$ cat config.mk
export PLATFORM = sky130hd
export DESIGN_NAME = fetch_unit
export DESIGN_NICKNAME = d
export VERILOG_FILES = /design/src/rtl/snacks_pkg.sv /design/src/rtl/fetch_queue.sv /design/src/rtl/fetch_unit.sv
export SDC_FILE = /design/constraint.sdc
export NUM_CORES = 1
export LEC_CHECK = 0
export ABC_AREA = 1
export BUFFER_PORTS_ARGS = -buffer_cell sky130_fd_sc_hd__buf_4
export CORE_AREA = 2 2 127 129
export CTS_CLUSTER_SIZE = 28
export DETAILED_ROUTE_END_ITERATION = 6
export DIE_AREA = 0 0 129 131
export PLACE_DENSITY = 0.43
export REMOVE_ABC_BUFFERS = 1
export SYNTH_ARGS = -nofsm -noshare
export SYNTH_HDL_FRONTEND = slang
export SYNTH_SLANG_ARGS = --single-unit
$ cat constraint.sdc
create_clock -name clk -period 2.8 [get_ports clk]
set_input_delay 0.14 -clock clk [delete_from_list [all_inputs] [get_ports clk]]
set_output_delay 0.14 -clock clk [all_outputs]
set_load 0.02 [all_outputs]
$ cat src/rtl/snacks_pkg.sv
// Shared types and defaults for the SNACKS core front end.
package snacks_pkg;

  localparam int unsigned INSTR_W_DEF = 9;
  localparam int unsigned PC_W_DEF    = 8;

  // Opcode field instr[7:4], as consumed by the decode LUT.
  typedef enum logic [3:0] {
    CLR, ADD, SUB, AND, OR, LD, ST, SL, SR, SET, BZ, BNZ, INC, DEC, JMP, ADC
  } op_code_t;

  typedef enum logic [1:0] {
    IDLE,
    RUN,
    HALTED
  } fetch_state_t;

  // Queue entry layout at the default widths; the queue stores it as a flat vector.
  typedef struct packed {
    logic [INSTR_W_DEF-1:0] instr;
    logic [PC_W_DEF-1:0]    pc;
  } fetch_entry_t;

endpackage

$ cat src/rtl/fetch_queue.sv
// Two-entry FIFO for fetched {instr, pc} words. Slot 0 is always the head, so the
// head output is a plain register. Flush wins over push; a same-cycle pop is harmless.
module fetch_queue #(
  parameter int unsigned ENTRY_W = 17
) (
  input  logic               clk,
  input  logic               reset,
  input  logic               push,
  input  logic [ENTRY_W-1:0] push_data,
  input  logic               pop,
  input  logic               flush,
  output logic [ENTRY_W-1:0] head,
  output logic [1:0]         count
);

  logic [ENTRY_W-1:0] slot0_q, slot0_d;
  logic [ENTRY_W-1:0] slot1_q, slot1_d;
  logic [1:0]         count_q, count_d;

  // Next-state: shift toward slot 0 on pop, append behind the last valid slot on push.
  always_comb begin
    slot0_d = slot0_q;
    slot1_d = slot1_q;
    count_d = count_q;
    if (flush) begin
      count_d = 2'd0;
    end else begin
      unique case ({push, pop})
        2'b11: begin
          if (count_q == 2'd2) begin
            slot0_d = slot1_q;
            slot1_d = push_data;
          end else begin
            slot0_d = push_data;
          end
        end
        2'b01: begin
          slot0_d = slot1_q;
          count_d = count_q - 2'd1;
        end
        2'b10: begin
          if (count_q == 2'd0) begin
            slot0_d = push_data;
          end else begin
            slot1_d = push_data;
          end
          count_d = count_q + 2'd1;
        end
        default: ;
      endcase
    end
  end

  // Storage and occupancy registers.
  always_ff @(posedge clk) begin
    if (reset) begin
      slot0_q <= '0;
      slot1_q <= '0;
      count_q <= 2'd0;
    end else begin
      slot0_q <= slot0_d;
      slot1_q <= slot1_d;
      count_q <= count_d;
    end
  end

  assign head  = slot0_q;
  assign count = count_q;

endmodule

$ cat src/rtl/fetch_unit.sv
// SNACKS instruction fetch: owns the PC, reads the synchronous instruction memory and
// hands words to decode through a 2-entry queue with a valid/ready handshake.
module fetch_unit
  import snacks_pkg::*;
#(
  parameter int unsigned     PC_W     = PC_W_DEF,
  parameter int unsigned     INSTR_W  = INSTR_W_DEF,
  parameter logic [PC_W-1:0] START_PC = '0,
  parameter int unsigned     CNT_W    = 16
) (
  input  logic               clk,
  input  logic               reset,
  input  logic               start,
  output logic               imem_rd_en,
  output logic [PC_W-1:0]    imem_addr,
  input  logic [INSTR_W-1:0] imem_rdata,
  output logic [INSTR_W-1:0] instr_o,
  output logic [PC_W-1:0]    pc_o,
  output logic               instr_valid_o,
  input  logic               instr_ready_i,
  input  logic               redirect_i,
  input  logic [PC_W-1:0]    redirect_pc_i,
  input  logic               halt_i,
  output logic               running_o,
  output logic [CNT_W-1:0]   retired_o
);

  localparam int unsigned ENTRY_W = INSTR_W + PC_W;

  fetch_state_t state_q, state_d;
  logic [PC_W-1:0]    fetch_pc_q, fetch_pc_d;
  logic [PC_W-1:0]    inflight_pc_q, inflight_pc_d;
  logic               inflight_q, inflight_d;
  logic [CNT_W-1:0]   retired_q, retired_d;
  logic               clear_retired;

  logic [1:0]         q_count;
  logic [ENTRY_W-1:0] q_head;
  logic [ENTRY_W-1:0] push_data;
  logic [2:0]         occupancy;
  logic               in_run, do_halt, do_redirect, flush, pop, push, issue;

  // Halt beats redirect; both are only meaningful while running.
  assign in_run      = (state_q == RUN);
  assign do_halt     = in_run && halt_i;
  assign do_redirect = in_run && redirect_i && !halt_i;
  assign flush       = do_halt || do_redirect;

  assign instr_valid_o = (q_count != 2'd0);
  assign pop           = instr_valid_o && instr_ready_i;
  // A flush squashes the read that returns this cycle.
  assign push          = inflight_q && !flush;

  // Slots that will be occupied next cycle; issuing only below 2 keeps the queue from
  // overflowing. pop implies q_count >= 1, so this never underflows.
  assign occupancy = {1'b0, q_count} + {2'b00, inflight_q} - {2'b00, pop};
  assign issue     = in_run && !flush && (occupancy < 3'd2);

  assign imem_rd_en = issue;
  assign imem_addr  = fetch_pc_q;
  assign push_data  = {imem_rdata, inflight_pc_q};

  fetch_queue #(
    .ENTRY_W (ENTRY_W)
  ) u_queue (
    .clk       (clk),
    .reset     (reset),
    .push      (push),
    .push_data (push_data),
    .pop       (pop),
    .flush     (flush),
    .head      (q_head),
    .count     (q_count)
  );

  assign instr_o   = q_head[ENTRY_W-1:PC_W];
  assign pc_o      = q_head[PC_W-1:0];
  assign running_o = in_run;
  assign retired_o = retired_q;

  // FSM next state and PC update.
  always_comb begin
    state_d       = state_q;
    fetch_pc_d    = fetch_pc_q;
    clear_retired = 1'b0;
    unique case (state_q)
      IDLE: begin
        if (start) begin
          state_d    = RUN;
          fetch_pc_d = START_PC;
        end
      end
      RUN: begin
        if (halt_i) begin
          state_d = HALTED;
        end else if (redirect_i) begin
          fetch_pc_d = redirect_pc_i;
        end else if (issue) begin
          fetch_pc_d = fetch_pc_q + PC_W'(1);
        end
      end
      HALTED: begin
        if (start) begin
          state_d       = RUN;
          fetch_pc_d    = START_PC;
          clear_retired = 1'b1;
        end
      end
      default: state_d = IDLE;
    endcase
  end

  // In-flight tracking and saturating retire count.
  always_comb begin
    inflight_d    = issue;
    inflight_pc_d = issue ? fetch_pc_q : inflight_pc_q;
    retired_d     = retired_q;
    if (clear_retired) begin
      retired_d = '0;
    end else if (pop && (retired_q != {CNT_W{1'b1}})) begin
      retired_d = retired_q + CNT_W'(1);
    end
  end

  // Control state registers.
  always_ff @(posedge clk) begin
    if (reset) begin
      state_q       <= IDLE;
      fetch_pc_q    <= START_PC;
      inflight_q    <= 1'b0;
      inflight_pc_q <= '0;
      retired_q     <= '0;
    end else begin
      state_q       <= state_d;
      fetch_pc_q    <= fetch_pc_d;
      inflight_q    <= inflight_d;
      inflight_pc_q <= inflight_pc_d;
      retired_q     <= retired_d;
    end
  end

endmodule

==> impl_metrics.csv, run 1 <==
group,metric,value,unit
logic_synthesis,avgSynthCellArea,7.06,sq um
detailed_routing,viasPerCell,4.46,
logic_synthesis,ys_seq_area_share,37.2,%
sta,timing.final.hold_violations,0,
worst_setup_path,path_cells,"nand2_2, nor2_1, o21ai_0, fa_1, inv_1, nor2_1, nand3_2, buf_4, inv_1, buf_4",
detailed_routing,vias,3665,
clocking,cts_made_buffers,9,
worst_setup_path,worst_path_max_delay_cell,"dfxtp_1",
worst_setup_path,crit_required,2660,ps
layout,area_delta_synth_final,26.0,%
sta,clock_skew,3.58,ps
layout,regArea,1420,sq um
detailed_routing,drt-initial-drc-count,210,
layout,fillers,1679,
logic_synthesis,synth_compound_area_share,26.4,%
job,cap_violations,0,
logic_synthesis,synthesis.instances,541,
clocking,hold_buffers,0,
layout,antenna_cells,0,
layout,final_nets,630,
layout,multi_input_area,2030,sq um
detailed_routing,wl,10200,um
clocking,cts.sinks,71,
placed_design,numPortBuffers,66,
detailed_routing,detail-route-antenna-nets,0,
placed_design,dp_slack,358,ps
logic_synthesis,synth_adder_area_share,2.16,%
pwr,ir_worst_vdd,0.336,mV
logic_synthesis,synth-simple-area-share,21.4,%
logic_synthesis,ys_warn_count,0,
clocking,cts_tree,"done",
sta,min_period,2510,ps
hold_path,hold_path_class,"input pin to flop",
floorplan,io-pin-count,67,
worst_setup_path,path_class,"flop to primary output",
logic_synthesis,synth_mux_area_share,0,%
clocking,root_buffer,"clkbuf_16",
worst_setup_path,cp.arrival,2370,ps
detailed_routing,drc,0,
sta,layout_setup_ws,289,ps
sta,hold_slack,69.2,ps
logic_synthesis,synth_xor_area_share,3.21,%
sta,tns,0,ps
worst_setup_path,cp-end-kind,"primary output",
worst_setup_path,max_stage_delay,490,ps
detailed_routing,first_pass_iters,5,
sta,tightest_slew,631,ps
sta,setup_violations,0,
sta,clock.fmax,398,MHz
sta,slew_headroom,57.9,%
floorplan,fp-row-count,46,
placed_design,hpwl,7050,um
floorplan,initial_utilization,24.5,%
clocking,postCtsSetupBuffers,0,
placed_design,gp_congestion,0.742,
layout,drive_gt1_share,20.0,%
global_route,grt_first_pass_wirelength,16800,um
sta,rsz0062_at_grt,"no",
global_route,grt_max_degree,44,
logic_synthesis,synth_cell_types,34,
floorplan,core,15600,sq um
logic_synthesis,ys_ff_latch,71,
status,status,"finished clean",
global_route,antenna_found_initial,0,
sta,report.final.slew_viol_count,0,
floorplan,die_h,131,um
clocking,insertion_delay,330,ps
clocking,cts_htree_levels,3,
clocking,clockBufferDepth,2,
global_route,gr-usage-all-layers,12.5,%
detailed_routing,wl_per_cell,12.4,um
clocking,cts.clk_slew.worst_paths,60,ps
clocking,post_cts_resized,0,
placed_design,dp_cells,806,
layout,layout.cells.non_filler,822,
logic_synthesis,synth_top_family_by_area,"compound AO/OA/AOI/OAI gates",
global_route,grt_overflow,0,
floorplan,fp.dieW,129,um
floorplan,die_area,16900,sq um
sta,fin_crit_sh,89.7,%
worst_setup_path,crit_fanout,19,
pwr,power_density,553,nW/um^2
pwr,p_leak,1.83,nW
global_route,grt_pass1_vias,3343,
logic_synthesis,synthesis.area,3820,sq um
worst_setup_path,start_kind,"flop",
==> power breakdown <==
| group | total (mW) | leakage, nW | internal, mW | switching [mW] |
|---|---|---|---|---|
| sequential | 1.09 | 0.574 | 1.05 | 0.0377 |
| combinational | 0.415 | 1.11 | 0.154 | 0.260 |
| clock | 1.16 | 0.138 | 0.713 | 0.446 |
==> cell usage after synthesis <==
library cell | instances | area [sq um]
a21oi_1 | 53 | 265
a21oi_2 | 15 | 131
a21oi_4 | 1 | 16.3
buf_1 | 1 | 3.75
buf_2 | 8 | 40.0
buf_4 | 2 | 15.0
buf_6 | 5 | 56.3
clkbuf_1 | 10 | 37.5
clkinv_1 | 1 | 3.75
dfxtp_1 | 71 | 1420
fa_1 | 1 | 20.0
ha_1 | 5 | 62.6
inv_1 | 53 | 199
inv_2 | 3 | 11.3
nand2_1 | 117 | 439
nand2_2 | 2 | 12.5
nand2_4 | 1 | 11.3
nand3_1 | 14 | 70.1
nand3_2 | 3 | 30.0
nand4_1 | 2 | 12.5
nor2_1 | 44 | 165
nor2_4 | 1 | 11.3
nor2_8 | 1 | 20.0
nor3_1 | 2 | 10.0
nor3_4 | 1 | 16.3
nor3b_1 | 1 | 7.51
o211ai_1 | 17 | 128
o211ai_2 | 1 | 12.5
o21ai_0 | 66 | 330
o21ai_1 | 15 | 75.1
o22ai_1 | 8 | 50.1
or2_2 | 2 | 12.5
xnor2_1 | 7 | 61.3
xor2_1 | 7 | 61.3
==> layout make-up <==
cell class / count / share of cell area (%)
Clock buffer: 11 / 5.04
Clock inverter: 5 / 1.20
Inverter: 57 / 4.45
Multi-Input combinational cell: 387 / 42.2
Sequential cell: 71 / 29.5
Tap cell: 216 / 5.61
Timing Repair Buffer: 75 / 12.0
==> metal layers <==
metal	global-route usage, %	wire length [um]	up-vias	share of wire [%]
li1	-	-	1913	-
met2	20.1	4640	92	45
met5	0	0	-	0
met1	16.7	4990	1649	49
met4	5.24	127	0	1.2
met3	2.12	454	11	4.4
==> logic make-up (layout without fill, tap and decap cells) <==
| family | after synthesis | in the layout |
|---|---|---|
| compound gates | 176 | 176 |
| xor+xnor | 14 | 14 |
| fa+ha+maj | 6 | 6 |
| buf+inv | 83 | 148 |
| flops | 71 | 71 |
| simple gates | 191 | 191 |
==> per-stage QoR <==
step / power [mW] / instance area, sq um / util, %
4_1_cts: 2.72 / 4810 / 30.9
6_report: 2.66 / 4810 / 30.9
2_1_floorplan: 1.36 / 3670 / -
3_3_place_gp: 1.53 / 4510 / 28.9
3_5_place_dp: 1.53 / 4510 / 28.9
5_1_grt: 2.80 / 4810 / 30.9
==> final timing paths <==
path                                        from            to  slack (ps)  depth (start not counted)
worst max-delay path            u_queue.count[1]    imem_rd_en         290                         10
worst min-delay path                       start    state_q[1]          70                          4
worst min register to register        state_q[1]    state_q[1]         470                          2
worst max register to register  u_queue.count[1]  imem_addr[6]         360                         11
==> cell usage in the layout (no fill, tap or decap), drive strengths merged <==
master / count
a21oi: 69
buf: 75
bufinv: 1
clkbuf: 11
clkinv: 2
clkinvlp: 3
dfxtp: 71
fa: 1
ha: 5
inv: 56
nand2: 120
nand3: 17
nand4: 2
nor2: 46
nor3: 3
nor3b: 1
o211ai: 18
o21ai: 81
o22ai: 8
or2: 2
xnor2: 7
xor2: 7
==> sequential cells by signal, summed over array words and instances (netlist names) <==
register	cells
imem_addr	8
inflight_pc_q	8
inflight_q	1
retired_o	16
state_q	2
u_queue.count	2
u_queue.head	17
u_queue.slot1_q	17
==> worst max-delay path: cells and delay by family, from the launching register on <==
| kind | cells | cell delay, ps |
|---|---|---|
| AOI/OAI and AO/OA | 1 | 120 |
| and+or+nand+nor | 4 | 470 |
| buffers and inverters | 4 | 450 |
| DFF | 1 | 490 |
| adders and majority gates | 1 | 490 |
(Power assumes the default switching activity.)
==> inputs of run 2 (changes only) <==
--- a/config.mk
+++ b/config.mk
@@ -7,12 +7,13 @@
 export LEC_CHECK = 0
 export ABC_AREA = 1
 export BUFFER_PORTS_ARGS = -buffer_cell sky130_fd_sc_hd__buf_4
-export CORE_AREA = 2 2 127 129
+export CORE_AREA = 2 2 131 133
 export CTS_CLUSTER_SIZE = 28
 export DETAILED_ROUTE_END_ITERATION = 6
-export DIE_AREA = 0 0 129 131
-export PLACE_DENSITY = 0.43
+export DIE_AREA = 0 0 133 135
+export PLACE_DENSITY = 0.42
 export REMOVE_ABC_BUFFERS = 1
 export SYNTH_ARGS = -nofsm -noshare
 export SYNTH_HDL_FRONTEND = slang
+export SYNTH_HIERARCHICAL = 1
 export SYNTH_SLANG_ARGS = --single-unit
==> run 2 against run 1 <==
Against the previous run: global-route usage increased by 1.4 points; cell area increased by 4.8%; sequential share of layout area decreased by 1.3 points; register-to-register slack got worse by 70 ps; combinational power decreased by 9.2%; sequential cell count unchanged; fmax decreased by 3.9%; critical path depth unchanged; sequential power about the same; count of clock-buffer cells in the layout increased by 1; first-iteration DRC count increased by 25%; critical path type unchanged; largest cell class unchanged; largest power group unchanged.
==> impl_metrics.csv, run 2 <==
group,metric,value,unit
hold_path,hold_path_depth,3,
logic_synthesis,synth_top_family_by_area,"simple AND/OR/NAND/NOR gates",
logic_synthesis,ys_ff_latch,71,
worst_setup_path,path_buf_inv,3,
logic_synthesis,ys_warn_count,6,
global_route,antenna_found_initial,0,
logic_synthesis,yosysTopAreaCell,"dfxtp_1",
logic_synthesis,ys_seq_area_share,34.9,%
sta,fin_crit_sh,93.4,%
logic_synthesis,synth_compound_area_share,10.3,%
clocking,cts.clk_slew.worst_paths,60,ps
pwr,p_int,1.88,mW
sta,timing.final.hold_violations,0,
global_route,grt_max_degree,35,
logic_synthesis,synth_mux_area_share,0,%
sta,tns,0,ps
clocking,cts_htree_levels,3,
logic_synthesis,synth_ff_type,"dfxtp_1",
logic_synthesis,synth_top_cells_by_area,"dfxtp_1 (35%), nand2_1 (18%), nand3_1 (10%)",
detailed_routing,wl_per_cell,13.0,um
detailed_routing,first_pass_iters,4,
worst_setup_path,rrSetupSlack,290,ps
worst_setup_path,max_stage_delay,380,ps
detailed_routing,drt-initial-drc-count,263,
clocking,clockBufferDepth,2,
pwr,p_sw_share,27.6,%
worst_setup_path,path_class,"flop to primary output",
pwr,power_density,515,nW/um^2
logic_synthesis,synthTopCellsByCount,"nand2_1 (190), nand3_1 (85), dfxtp_1 (71), nor2_1 (70), inv_1 (52)",
job,cap_violations,0,
placed_design,numPortBuffers,66,
logic_synthesis,yosysMostFrequentCell,"nand2_1",
pwr,ir_worst_vdd,0.314,mV
logic_synthesis,synth_xor_area_share,2.15,%
worst_setup_path,r2r.worst_path.cells,12,
detailed_routing,dr_wl_met3,350,um
pwr,sequentialPowerShare,41.0,%
floorplan,die_h,135,um
worst_setup_path,start_kind,"flop",
detailed_routing,detail-route-antenna-nets,0,
worst_setup_path,cp.arrival,2470,ps
layout,finish.utilization,30.8,%
layout,antenna_cells,0,
layout,drive_gt1_share,17.9,%
detailed_routing,viasPerCell,4.45,
worst_setup_path,regToRegStartpoint,"u_queue/count[0]",
hold_path,worstHoldEndpoint,"u_queue/slot1_q[11]",
global_route,grt_first_pass_wirelength,20100,um
layout,fillers,1791,
sta,slew_headroom,57.4,%
worst_setup_path,cp-end-kind,"primary output",
worst_setup_path,crit_fanout,15,
placed_design,hpwl,8050,um
layout,multi_input_area,2260,sq um
pwr,power.switching,0.718,mW
sta,layout_setup_ws,186,ps
pwr,total_power,2.60,mW
pwr,clkPwrFrac,44.5,%
worst_setup_path,crit_top_cell,"nand2_1",
detailed_routing,wl,11800,um
pwr,power_frac_comb,14.5,%
logic_synthesis,synth_cell_types,36,
global_route,grt_pass1_vias,4017,
detailed_routing,vias,4056,
floorplan,core,16400,sq um
logic_synthesis,async_flop_share,0,%
worst_setup_path,crit_required,2660,ps
clocking,root_buffer,"clkbuf_16",
clocking,insertion_delay,340,ps
sta,tightest_slew,637,ps
floorplan,die_area,18000,sq um
floorplan,io-pin-count,67,
clocking,cts.sinks,71,
worst_setup_path,cp_top_family,"adder cells",
placed_design,gp_congestion,0.819,
floorplan,fp.dieW,133,um
worst_setup_path,r2r-end,"imem_addr[4]",
logic_synthesis,avgSynthCellArea,6.52,sq um
logic_synthesis,synthesis.instances,625,
logic_synthesis,synth-simple-area-share,40.0,%
detailed_routing,drc,0,
sta,min_period,2610,ps
clocking,cts_made_buffers,9,
pwr,p_leak,2.08,nW
status,status,"finished clean",
worst_setup_path,path_cells,"o21a_1, ha_1, or2_2, fa_1, inv_1, nand2_1, nand2_1, nand3_2, clkinv_4, buf_4",
logic_synthesis,synth_edf_count,0,
layout,mostFrequentLayoutCells,"nand2_1 (190), nand3_1 (85), buf_4 (77)",
global_route,gr-usage-all-layers,13.9,%
layout,regArea,1420,sq um
hold_path,hold_path_class,"input pin to flop",
sta,clock.fmax,383,MHz
placed_design,dp_slack,278,ps
floorplan,initial_utilization,24.8,%
clocking,cts_tree,"done",
layout,final_common_cell,"nand2_1",
logic_synthesis,synth_adder_area_share,2.95,%
layout,final_nets,718,
sta,setup_violations,0,
detailed_routing,wl_met2,5860,um
worst_setup_path,worst_path_max_delay_cell,"fa_1",
sta,report.final.slew_viol_count,0,
detailed_routing,top_layer_used,"met4",
detailed_routing,m1WireLength,5500,um
floorplan,fp-row-count,47,
global_route,grt_overflow,0,
sta,rsz0062_at_grt,"no",
layout,area_delta_synth_final,23.8,%
hold_path,hold_start,"imem_rdata[3]",
clocking,hold_buffers,0,
logic_synthesis,yosysTopAreaCellShare,34.9,%
logic_synthesis,synthesis.area,4080,sq um
sta,clock_skew,8.83,ps
==> run 2: area by class of cell <==
| cell class | instances | area share, % |
|---|---|---|
| Tap cell | 220 | 5.45 |
| Sequential cell | 71 | 28.2 |
| Multi-Input combinational cell | 469 | 44.7 |
| Clock buffer | 12 | 4.88 |
| Timing Repair Buffer | 77 | 11.5 |
| Inverter | 58 | 4.41 |
| Clock inverter | 4 | 0.893 |
==> run 2: kinds of logic after synthesis <==
family / Yosys count
AND/OR/NAND/NOR: 376
buffers and inverters: 85
AO/OA/AOI/OAI: 74
flip-flops: 71
XOR/XNOR: 10
adder cells (fa/ha/maj): 9
==> run 2: per-stage QoR <==
step | cells | hold slack [ps] | cell area, sq um
after floorplan | 598 | 209 | 3890
after global placement | 895 | 393 | 4750
after detailed placement | 895 | 389 | 4750
after CTS | 911 | 24.7 | 5040
after global routing | 911 | 30.8 | 5050
final | 911 | 38.7 | 5050
==> run 2: how the worst max path moves through the flow <==
| stage | slack, ps | start | depth (start not counted) | to |
|---|---|---|---|---|
| 3_5_place_dp | 280 | u_queue/count[0] | 12 | imem_addr[3] |
| 6_report | 190 | u_queue/count[0] | 10 | imem_rd_en |
| 4_1_cts | 20 | u_queue/count[0] | 10 | imem_rd_en |
| 2_1_floorplan | 6 | u_queue/count[1] | 12 | imem_addr[3] |
| 3_3_place_gp | 280 | u_queue/count[0] | 12 | imem_addr[3] |
| 5_1_grt | 20 | u_queue/count[0] | 10 | imem_rd_en |
==> run 2: repair_timing <==
action	CTS	global route
endpoints found under the setup margin	0	1
buffers inserted	0	0
hold endpoints to repair	0	0
gates resized for setup	0	4
==> run 2: layer usage <==
layer | up-vias | GRT usage [%]
met5 | - | 0
met1 | 1870 | 17.6
met2 | 58 | 23.2
met3 | 8 | 2.70
li1 | 2120 | -
met4 | 0 | 6.15
==> run 2: power groups by stage <==
stage | registers (mW) | logic [mW] | clock network [mW]
finish | 1.07 | 0.377 | 1.16
global route | 1.07 | 0.426 | 1.25
CTS | 1.07 | 0.382 | 1.20
detailed placement | 1.09 | 0.381 | 0
global placement | 1.09 | 0.380 | 0
floorplan | 1.10 | 0.200 | 0
==> run 2: worst min-delay path, cell delays in order <==
cell and delay, ps:
buf_4 90, nor2_1 40, nor2_1 80
==> inputs of run 3 (changes only) <==
--- a/config.mk
+++ b/config.mk
@@ -7,11 +7,11 @@
 export LEC_CHECK = 0
 export ABC_AREA = 1
 export BUFFER_PORTS_ARGS = -buffer_cell sky130_fd_sc_hd__buf_4
-export CORE_AREA = 2 2 131 133
-export CTS_CLUSTER_SIZE = 28
+export CORE_AREA = 2 2 111 113
+export CTS_CLUSTER_SIZE = 20
 export DETAILED_ROUTE_END_ITERATION = 6
-export DIE_AREA = 0 0 133 135
-export PLACE_DENSITY = 0.42
+export DIE_AREA = 0 0 113 115
+export PLACE_DENSITY = 0.54
 export REMOVE_ABC_BUFFERS = 1
 export SYNTH_ARGS = -nofsm -noshare
 export SYNTH_HDL_FRONTEND = slang
==> run 3 against run 2 <==
Against the previous run: the run now ends with DRC left; register-to-register slack better by 20 ps; routed wire length down 7.6%; count of clock-buffer cells in the layout down 1; sequential power about the same.
==> impl_metrics.csv, run 3 (synthesis results as in run 2) <==
group,metric,value,unit
status,status,"complete, but fails checks",
status,violations,"DRC",
pwr,power_frac_comb,14.3,%
floorplan,initial_utilization,34.5,%
worst_setup_path,start_kind,"flop",
floorplan,die_area,13000,sq um
pwr,clkPwrFrac,45.1,%
pwr,sequentialPowerShare,40.7,%
global_route,grt_overflow,0,
sta,rsz0062_at_grt,"no",
clocking,cts_htree_levels,3,
worst_setup_path,crit_required,2660,ps
clocking,root_buffer,"clkbuf_16",
worst_setup_path,cp.arrival,2480,ps
floorplan,fp-row-count,40,
layout,regArea,1420,sq um
placed_design,numPortBuffers,66,
detailed_routing,viasPerCell,4.90,
layout,mostFrequentLayoutCells,"nand2_1 (190), nand3_1 (85), buf_4 (78)",
placed_design,dpl_cell_area,4660,sq um
sta,clock_skew,9.21,ps
global_route,antenna_found_initial,0,
pwr,power.switching,0.707,mW
layout,fillers,1263,
sta,slew_headroom,60.6,%
layout,antenna_cells,0,
sta,tns,0,ps
global_route,gr-usage-all-layers,17.1,%
layout,final_common_cell,"nand2_1",
floorplan,die_h,115,um
hold_path,hold_path_class,"input pin to flop",
job,cap_violations,0,
clocking,cts_made_buffers,9,
placed_design,gp_congestion,0.788,
detailed_routing,wl,10900,um
global_route,grt_pass1_vias,3886,
layout,area_delta_synth_final,22.1,%
layout,multi_input_area,2260,sq um
clocking,postCtsSetupBuffers,0,
worst_setup_path,cp-end-kind,"primary output",
pwr,p_leak,2.09,nW
sta,report.final.slew_viol_count,0,
detailed_routing,wl_per_cell,13.0,um
clocking,cts.sinks,71,
sta,setup_violations,0,
floorplan,core,11800,sq um
detailed_routing,drt-initial-drc-count,284,
pwr,p_sw_share,27.0,%
placed_design,hpwl,7450,um
worst_setup_path,r2r-end,"imem_addr[2]",
pwr,p_int,1.91,mW
clocking,hold_buffers,0,
global_route,grt_first_pass_wirelength,18100,um
detailed_routing,first_pass_iters,7,
worst_setup_path,regToRegStartpoint,"u_queue/count[0]",
worst_setup_path,r2r.worst_path.cells,12,
sta,min_period,2620,ps
worst_setup_path,crit_fanout,15,
detailed_routing,vias,4111,
layout,drive_gt1_share,18.2,%
clocking,cts_tree,"done",
sta,fin_crit_sh,93.6,%
sta,tightest_slew,588,ps
clocking,cts.clk_slew.worst_paths,60,ps
clocking,post_cts_resized,0,
layout,finish.utilization,42.1,%
layout,fin_area,4980,sq um
layout,final_nets,719,
pwr,ir_worst_vdd,0.265,mV
detailed_routing,drc,3,
detailed_routing,detail-route-antenna-nets,0,
layout,layout.cells.non_filler,839,
placed_design,dp_cells,823,
sta,clock.fmax,381,MHz
floorplan,fp.dieW,113,um
worst_setup_path,critical_path.endpoint,"imem_rd_en",
sta,timing.final.hold_violations,0,
clocking,insertion_delay,330,ps
worst_setup_path,crit_path_start,"u_queue/count[0]",
global_route,grt_max_degree,35,
clocking,clockBufferDepth,2,
worst_setup_path,rrSetupSlack,310,ps
pwr,power_density,525,nW/um^2
floorplan,io-pin-count,67,
worst_setup_path,path_class,"flop to primary output",
## run 3: routing by layer
metal | wire length, um | global-route usage (%)
met1 | 4920 | 21.5
met2 | 5380 | 29.3
met3 | 482 | 2.95
met4 | 158 | 6.75
met5 | 0 | 0
## run 3: area by class of cell
type                    instances  share of cell area (%)
clock buffers                  11                    5.08
clock inverters                 5                    1.13
inverters                      58                    4.43
multi-input cells             469                    45.3
flip-flops and latches         71                    28.6
well taps                     147                    3.70
repair buffers                 78                    11.8
## run 3: stage by stage
step                      hold WS [ps]  power (mW)  setup WS (ps)
after CTS                         45.4        2.65            102
after floorplan                    209        1.30           6.28
final                             56.8        2.61            179
after detailed placement           397        1.46            360
after global routing              70.7        2.74           21.1
after global placement             385        1.46            421
## run 3: worst min-delay path by stage
| stage | from | slack, ps | to | cells after the start |
|---|---|---|---|---|
| after floorplan | reset | 210 | imem_addr[0] | 1 |
| after CTS | imem_rdata[0] | 50 | u_queue/slot1_q[8] | 3 |
| after global placement | imem_rdata[0] | 390 | u_queue/slot1_q[8] | 3 |
| after global routing | imem_rdata[5] | 70 | u_queue/slot1_q[13] | 3 |
| final | imem_rdata[7] | 60 | u_queue/slot1_q[15] | 3 |
| after detailed placement | imem_rdata[5] | 400 | u_queue/slot1_q[13] | 3 |
## run 3: power by group through the flow
stage	Clock (mW)	Combinational (mW)	Sequential [mW]
after floorplan	0	0.200	1.10
after global placement	0	0.371	1.09
after detailed placement	0	0.377	1.09
after CTS	1.21	0.378	1.06
after global routing	1.25	0.417	1.07
final	1.18	0.373	1.06
## run 3: critical path, stage by stage, from the launching register on
cell and delay, ps:
dfxtp_1 350, o21a_1 220, ha_1 260, or2_2 300, fa_1 380, inv_1 60
nand2_1 40, nand2_1 60, nand3_2 160, inv_4 170, buf_4 160
